==> config.mk <==
export PLATFORM = sky130hd
export DESIGN_NAME = truth_table_sweeper
export DESIGN_NICKNAME = d
export VERILOG_FILES = /design/src/rtl/truth_table_sweeper_pkg.sv /design/src/rtl/truth_table_sweeper_tag_delay.sv /design/src/rtl/truth_table_sweeper.sv
export SDC_FILE = /design/constraint.sdc
export NUM_CORES = 1
export LEC_CHECK = 0
export CAP_MARGIN = 20
export CORE_UTILIZATION = 45
export CTS_CLUSTER_SIZE = 40
export DETAILED_ROUTE_END_ITERATION = 7
export PLACE_DENSITY = 0.76
export SYNTH_ARGS = -nofsm -noshare
export SYNTH_HDL_FRONTEND = slang
export SYNTH_SLANG_ARGS = --single-unit
==> constraint.sdc <==
create_clock -name clk -period 2.44 [get_ports clk]
set_input_delay 0.366 -clock clk [delete_from_list [all_inputs] [get_ports clk]]
set_output_delay 0.366 -clock clk [all_outputs]
set_load 0.02 [all_outputs]
==> src/rtl/truth_table_sweeper_pkg.sv <==
// Shared types and constants for the truth-table sweeper.
package truth_table_sweeper_pkg;

    typedef enum logic [1:0] {
        IDLE  = 2'd0,
        SWEEP = 2'd1,
        DRAIN = 2'd2,
        DONE  = 2'd3
    } state_t;

    localparam logic [15:0] MISR_POLY = 16'h1021;
    localparam logic [15:0] MISR_SEED = 16'hFFFF;

    // One MISR compaction step: shift left, fold in the polynomial when the
    // outgoing MSB differs from the incoming response bit.
    function automatic logic [15:0] misr_step(input logic [15:0] sig, input logic din);
        logic [15:0] tap;
        tap = (sig[15] ^ din) ? MISR_POLY : 16'h0000;
        return {sig[14:0], 1'b0} ^ tap;
    endfunction

endpackage

==> src/rtl/truth_table_sweeper_tag_delay.sv <==
// Delay line that keeps the vector tag (index + valid) aligned with the
// response of the function instances. Depth 0 is a plain wire.
module tag_delay
    import truth_table_sweeper_pkg::*;
#(
    parameter int DEPTH = 0,
    parameter int WIDTH = 8
) (
    input  logic             clk,
    input  logic             rst,
    input  logic             flush,
    input  logic [WIDTH-1:0] d,
    output logic [WIDTH-1:0] q
);

    generate
        if (DEPTH == 0) begin : g_pass
            logic unused_s;
            assign unused_s = clk ^ rst ^ flush;
            assign q        = d;
        end else begin : g_pipe
            logic [WIDTH-1:0] stage_r [DEPTH];

            // Shift the tag one stage per cycle; flush empties all stages.
            always_ff @(posedge clk or posedge rst) begin
                if (rst) begin
                    for (int i = 0; i < DEPTH; i++) stage_r[i] <= {WIDTH{1'b0}};
                end else if (flush) begin
                    for (int i = 0; i < DEPTH; i++) stage_r[i] <= {WIDTH{1'b0}};
                end else begin
                    stage_r[0] <= d;
                    for (int i = 1; i < DEPTH; i++) stage_r[i] <= stage_r[i-1];
                end
            end

            assign q = stage_r[DEPTH-1];
        end
    endgenerate

endmodule

==> src/rtl/truth_table_sweeper.sv <==
// Exhaustive sweeper: drives every input vector to a golden and an
// implementation instance, compares responses, counts mismatches and ones,
// records the first failing vector and compacts dut_out into a MISR.
module truth_table_sweeper
    import truth_table_sweeper_pkg::*;
#(
    parameter int N_IN     = 7,
    parameter int PIPE_LAT = 0
) (
    input  logic            clk,
    input  logic            rst,
    input  logic            start,
    input  logic            abort,
    output logic [N_IN-1:0] vec,
    input  logic            ref_out,
    input  logic            dut_out,
    output logic            busy,
    output logic            done,
    output logic            pass,
    output logic [N_IN:0]   mismatch_cnt,
    output logic [N_IN:0]   ones_cnt,
    output logic [N_IN-1:0] first_fail_vec,
    output logic            first_fail_vld,
    output logic [15:0]     signature
);

    localparam int              TW       = N_IN + 1;
    localparam logic [N_IN-1:0] VEC_LAST = {N_IN{1'b1}};
    localparam logic [N_IN-1:0] VEC_ONE  = {{(N_IN-1){1'b0}}, 1'b1};
    localparam logic [N_IN:0]   CNT_ONE  = {{N_IN{1'b0}}, 1'b1};

    state_t          state_r, state_nxt_s;
    logic [N_IN-1:0] vec_r, vec_nxt_s;
    logic            busy_r, done_r, pass_r, pass_nxt_s;
    logic [N_IN:0]   mm_r, mm_nxt_s, ones_r, ones_nxt_s;
    logic [N_IN-1:0] ffv_r, ffv_nxt_s;
    logic            ffvld_r, ffvld_nxt_s;
    logic [15:0]     sig_r, sig_nxt_s;

    logic            in_run_s, start_go_s, abort_go_s;
    logic [TW-1:0]   tag_in_s, tag_out_s;
    logic            smp_vld_s, last_smp_s;
    logic [N_IN-1:0] smp_vec_s;

    assign in_run_s   = (state_r == SWEEP) || (state_r == DRAIN);
    assign start_go_s = start && !in_run_s;
    assign abort_go_s = abort && in_run_s;

    // A tag is launched for each vector actually driven in SWEEP.
    assign tag_in_s = {(state_r == SWEEP), vec_r};

    tag_delay #(
        .DEPTH (PIPE_LAT),
        .WIDTH (TW)
    ) u_tag_delay (
        .clk   (clk),
        .rst   (rst),
        .flush (abort_go_s),
        .d     (tag_in_s),
        .q     (tag_out_s)
    );

    // Samples landing on the abort edge still count; after a flush none remain.
    assign smp_vld_s  = tag_out_s[N_IN] && in_run_s;
    assign smp_vec_s  = tag_out_s[N_IN-1:0];
    assign last_smp_s = smp_vld_s && (smp_vec_s == VEC_LAST);

    // Next-state logic; abort takes priority over the final transition.
    always_comb begin
        state_nxt_s = state_r;
        case (state_r)
            IDLE, DONE: begin
                if (start) state_nxt_s = SWEEP;
                else       state_nxt_s = state_r;
            end
            SWEEP: begin
                if (abort)                  state_nxt_s = IDLE;
                else if (last_smp_s)        state_nxt_s = DONE;
                else if (vec_r == VEC_LAST) state_nxt_s = DRAIN;
                else                        state_nxt_s = SWEEP;
            end
            DRAIN: begin
                if (abort)           state_nxt_s = IDLE;
                else if (last_smp_s) state_nxt_s = DONE;
                else                 state_nxt_s = DRAIN;
            end
            default: state_nxt_s = IDLE;
        endcase
    end

    // Vector generator: restart at zero, step through SWEEP, hold at the end.
    always_comb begin
        vec_nxt_s = vec_r;
        if (start_go_s) begin
            vec_nxt_s = {N_IN{1'b0}};
        end else if ((state_r == SWEEP) && !abort && (vec_r != VEC_LAST)) begin
            vec_nxt_s = vec_r + VEC_ONE;
        end else begin
            vec_nxt_s = vec_r;
        end
    end

    // Result accumulation on each valid sample; cleared by an accepted start.
    always_comb begin
        mm_nxt_s    = mm_r;
        ones_nxt_s  = ones_r;
        ffv_nxt_s   = ffv_r;
        ffvld_nxt_s = ffvld_r;
        sig_nxt_s   = sig_r;
        if (start_go_s) begin
            mm_nxt_s    = {TW{1'b0}};
            ones_nxt_s  = {TW{1'b0}};
            ffv_nxt_s   = {N_IN{1'b0}};
            ffvld_nxt_s = 1'b0;
            sig_nxt_s   = MISR_SEED;
        end else if (smp_vld_s) begin
            ones_nxt_s = ones_r + {{N_IN{1'b0}}, ref_out};
            sig_nxt_s  = misr_step(sig_r, dut_out);
            if (ref_out != dut_out) begin
                mm_nxt_s = mm_r + CNT_ONE;
                if (!ffvld_r) begin
                    ffv_nxt_s   = smp_vec_s;
                    ffvld_nxt_s = 1'b1;
                end else begin
                    ffv_nxt_s   = ffv_r;
                    ffvld_nxt_s = ffvld_r;
                end
            end else begin
                mm_nxt_s = mm_r;
            end
        end else begin
            sig_nxt_s = sig_r;
        end
    end

    // Verdict is taken on entry to DONE, including the final sample.
    always_comb begin
        pass_nxt_s = pass_r;
        if (start_go_s) begin
            pass_nxt_s = 1'b0;
        end else if ((state_nxt_s == DONE) && (state_r != DONE)) begin
            pass_nxt_s = (mm_nxt_s == {TW{1'b0}});
        end else begin
            pass_nxt_s = pass_r;
        end
    end

    // State and registered outputs.
    always_ff @(posedge clk or posedge rst) begin
        if (rst) begin
            state_r <= IDLE;
            vec_r   <= {N_IN{1'b0}};
            busy_r  <= 1'b0;
            done_r  <= 1'b0;
            pass_r  <= 1'b0;
            mm_r    <= {TW{1'b0}};
            ones_r  <= {TW{1'b0}};
            ffv_r   <= {N_IN{1'b0}};
            ffvld_r <= 1'b0;
            sig_r   <= MISR_SEED;
        end else begin
            state_r <= state_nxt_s;
            vec_r   <= vec_nxt_s;
            busy_r  <= (state_nxt_s == SWEEP) || (state_nxt_s == DRAIN);
            done_r  <= (state_nxt_s == DONE);
            pass_r  <= pass_nxt_s;
            mm_r    <= mm_nxt_s;
            ones_r  <= ones_nxt_s;
            ffv_r   <= ffv_nxt_s;
            ffvld_r <= ffvld_nxt_s;
            sig_r   <= sig_nxt_s;
        end
    end

    assign vec            = vec_r;
    assign busy           = busy_r;
    assign done           = done_r;
    assign pass           = pass_r;
    assign mismatch_cnt   = mm_r;
    assign ones_cnt       = ones_r;
    assign first_fail_vec = ffv_r;
    assign first_fail_vld = ffvld_r;
    assign signature      = sig_r;

endmodule

==> results.sh <==
export IMPL_grt_pass1_vias=1855
export IMPL_ys_flop_type="dfrtp_1"
export IMPL_dp_cells=351
export IMPL_cp_required_ps=2650
export IMPL_peakVddDrop_uv=568
export IMPL_worst_pin_slew_ps=597
export IMPL_grt_met3_usage_pct=2.54
export IMPL_finClkSkew_ps=7.15
export IMPL_drt_initial_drc_count=90
export IMPL_cts_hold_buffers_added=0
export IMPL_cp_max_fo=3
export IMPL_clk_latency_ps=300
export IMPL_vias=1896
export IMPL_critPathArrivalTime_ps=2560
export IMPL_diodes=0
export IMPL_place_congestion=0.761
export IMPL_finalSetupViolCount=0
export IMPL_htreeDepth=2
export IMPL_period_minus_slack_ps=2340
export IMPL_utilization_pct=64.2
export IMPL_syn_avg_cell_area_um2=10.8
export IMPL_num_io_pins=56
export IMPL_period_share_pct=96.1
export IMPL_max_slew_margin_pct=60.2
export IMPL_drc=0
export IMPL_yosysWarnings=0
export IMPL_p_leak_nw=1.36
export IMPL_root_buffer="clkbuf_8"
export IMPL_ys_seq_area_share_pct=55.3
export IMPL_grt_usage_pct=20.1
export IMPL_io_buffers=55
export IMPL_postPlaceCellArea_mm2=0.00312
export IMPL_synth_most_common_cell="dfrtp_1"
export IMPL_synthTopCellsByArea="dfrtp_1, dfstp_2, o22a_1"
export IMPL_grt_pass1_wl_mm=8.45
export IMPL_hold_worst_slack_ps=436
export IMPL_synth_edf_count=0
export IMPL_start_util_pct=46.8
export IMPL_die_y_um=74.9
export IMPL_final_nets=305
export IMPL_rsz0062_at_grt="yes"
export IMPL_final_max_slew_viol_count=0
export IMPL_final_cell_area_mm2=0.00328
export IMPL_ys_seq_elements=52
export IMPL_top_usage_layer="met2"
export IMPL_ff2ff_path_depth=10
export IMPL_stdcell_count=361
export IMPL_synth_nets=236
export IMPL_drt_pass1_iter_count=4
export IMPL_synthToLayoutAreaGrowth_pct=37.2
export IMPL_wl_mm=5.37
export IMPL_hold_violations=0
export IMPL_antenna_found_initial=0
export IMPL_cts_buffers=5
export IMPL_synth_top_cell_area_share_pct=37.7
export IMPL_maxCapViolations=0
export IMPL_worstSetupEndpointType="flop"
export IMPL_critPathLaunchType="flop"
export IMPL_grt_max_degree=28
export IMPL_clkTransAtPathRegs_ps=100
export IMPL_critPathKind="flop to flop"
export IMPL_drtAntennaViolNets=0
export IMPL_hpwl_mm=3.85
export IMPL_synth_commonest_cells="dfrtp_1, nand2_1, nor2_1"
export IMPL_drive_gt1_share_pct=18.6
export IMPL_core_area_mm2=0.00511
export IMPL_grt_overflow=0
export IMPL_viasPerCell=5.25
export IMPL_die_area_mm2=0.00560
export IMPL_yosysTopAreaCell="dfrtp_1"
export IMPL_hp_class="input pin to asynchronous set/reset pin"
export IMPL_post_drt_wl_per_cell_um=14.9
export IMPL_async_reset_ff_share_pct=100
export IMPL_met1_usage_pct=25.5
export IMPL_cts_tree="yes"
export IMPL_fmax_ghz=0.426
export IMPL_cts_sinks=52
export IMPL_synth_cells=221
export IMPL_power_density_mw_per_mm2=918
export IMPL_die_x_um=74.9
export IMPL_num_rows=26
export IMPL_outcome="complete, no violations"
export IMPL_synth_lib_cells_used_distinct=36
export IMPL_netlist_area_mm2=0.00239
export IMPL_gr_usage_met2_pct=34.9
export IMPL_cts_max_path_buffers=2
-- routing by layer --
layer  part of all wire, %  wire length, um  up-vias
li1                      -                -      916
met1                    46             2470      931
met3                   2.6              137        6
met4                   1.5               83        0
met2                    50             2680       43
met5                     0                0        -
-- state kept, by name, indices dropped and copies added (netlist names), 2 cells and up --
signal          cells
first_fail_vec      7
mismatch_cnt        8
ones_cnt            8
signature          16
state_r             2
vec                 7
-- through the flow --
step	power [mW]	worst slack (ps)	setup TNS [ps]
final	3.01	95.3	0
after global routing	3.18	-9.33	-9.33
after CTS	2.99	24.4	0
after detailed placement	2.48	-5.52	-5.52
after global placement	2.44	82.0	0
after floorplan	1.94	29.2	0
-- timing repair --
item | 4_1_cts | 5_1_grt
pin swaps | 2 | 4
cloned | 0 | 0
resized for setup | 2 | 7
buffers inserted | 0 | 2
setup endpoints to repair | 1 | 1
-- where the power goes --
group          internal, mW  total (mW)  switching (mW)
registers              1.09        1.25           0.155
clock network         0.230       0.512           0.282
logic                 0.559        1.25           0.689
total                  1.88        3.01            1.13
-- final cells by class --
cell class,instances,area (um2)
Timing Repair Buffer,70,676
Clock inverter,2,15.0
Fill cell,421,1830
Sequential cell,52,1320
Multi-Input combinational cell,157,1080
Tap cell,70,87.6
Clock buffer,6,82.6
Inverter,4,15.0
-- cells in the final DEF, fill, tap and decap left out, types with 6 or more instances in the layout --
cell	netlist	layout
nand2_1	27	27
o22a_1	13	13
xor2_1	11	11
ha_1	9	7
buf_4	0	14
nor2_1	22	22
clkdlybuf4s50_1	0	55
xnor2_1	7	7
dfrtp_1	36	35
dfstp_2	16	16
clkbuf_8	0	6
o21ai_0	13	13
nand3_1	13	13
-- cells by family (layout without fill, tap and decap cells) --
group,Yosys count,after routing,share of synthesized area [%]
simple gates,84,84,16.6
flops,52,52,55.3
compound gates,43,43,13.4
xor+xnor,19,19,7.28
buf+inv,12,82,1.89
fa+ha+maj,9,9,4.71
mux,2,2,0.891
-- worst paths after layout --
kind	from	end	slack (ps)
max	vec[1]$_DFFE_PP0P_	pass$_DFFE_PP0P_	100
min in group clk	signature[0]$_DFFE_PP1P_	signature[1]$_DFFE_PP1P_	500
min	rst	ones_cnt[2]$_DFFE_PP0P_	440
max in group asynchronous	rst	signature[1]$_DFFE_PP1P_	1410
min reg2reg	signature[0]$_DFFE_PP1P_	signature[1]$_DFFE_PP1P_	500
max reg2reg	vec[1]$_DFFE_PP0P_	pass$_DFFE_PP0P_	100
-- worst max-delay path, cell delays in order, from the launching register on --
cell and delay [ps]:
dfrtp_1 420, ha_4 170, and3_4 170, and4_4 190, and2_4 160, o41ai_4 300
ha_2 260, nand2b_4 60, a211oi_2 150, nand4b_1 130, o31ai_2 220
Note: power is estimated with default switching activity, not from simulation.
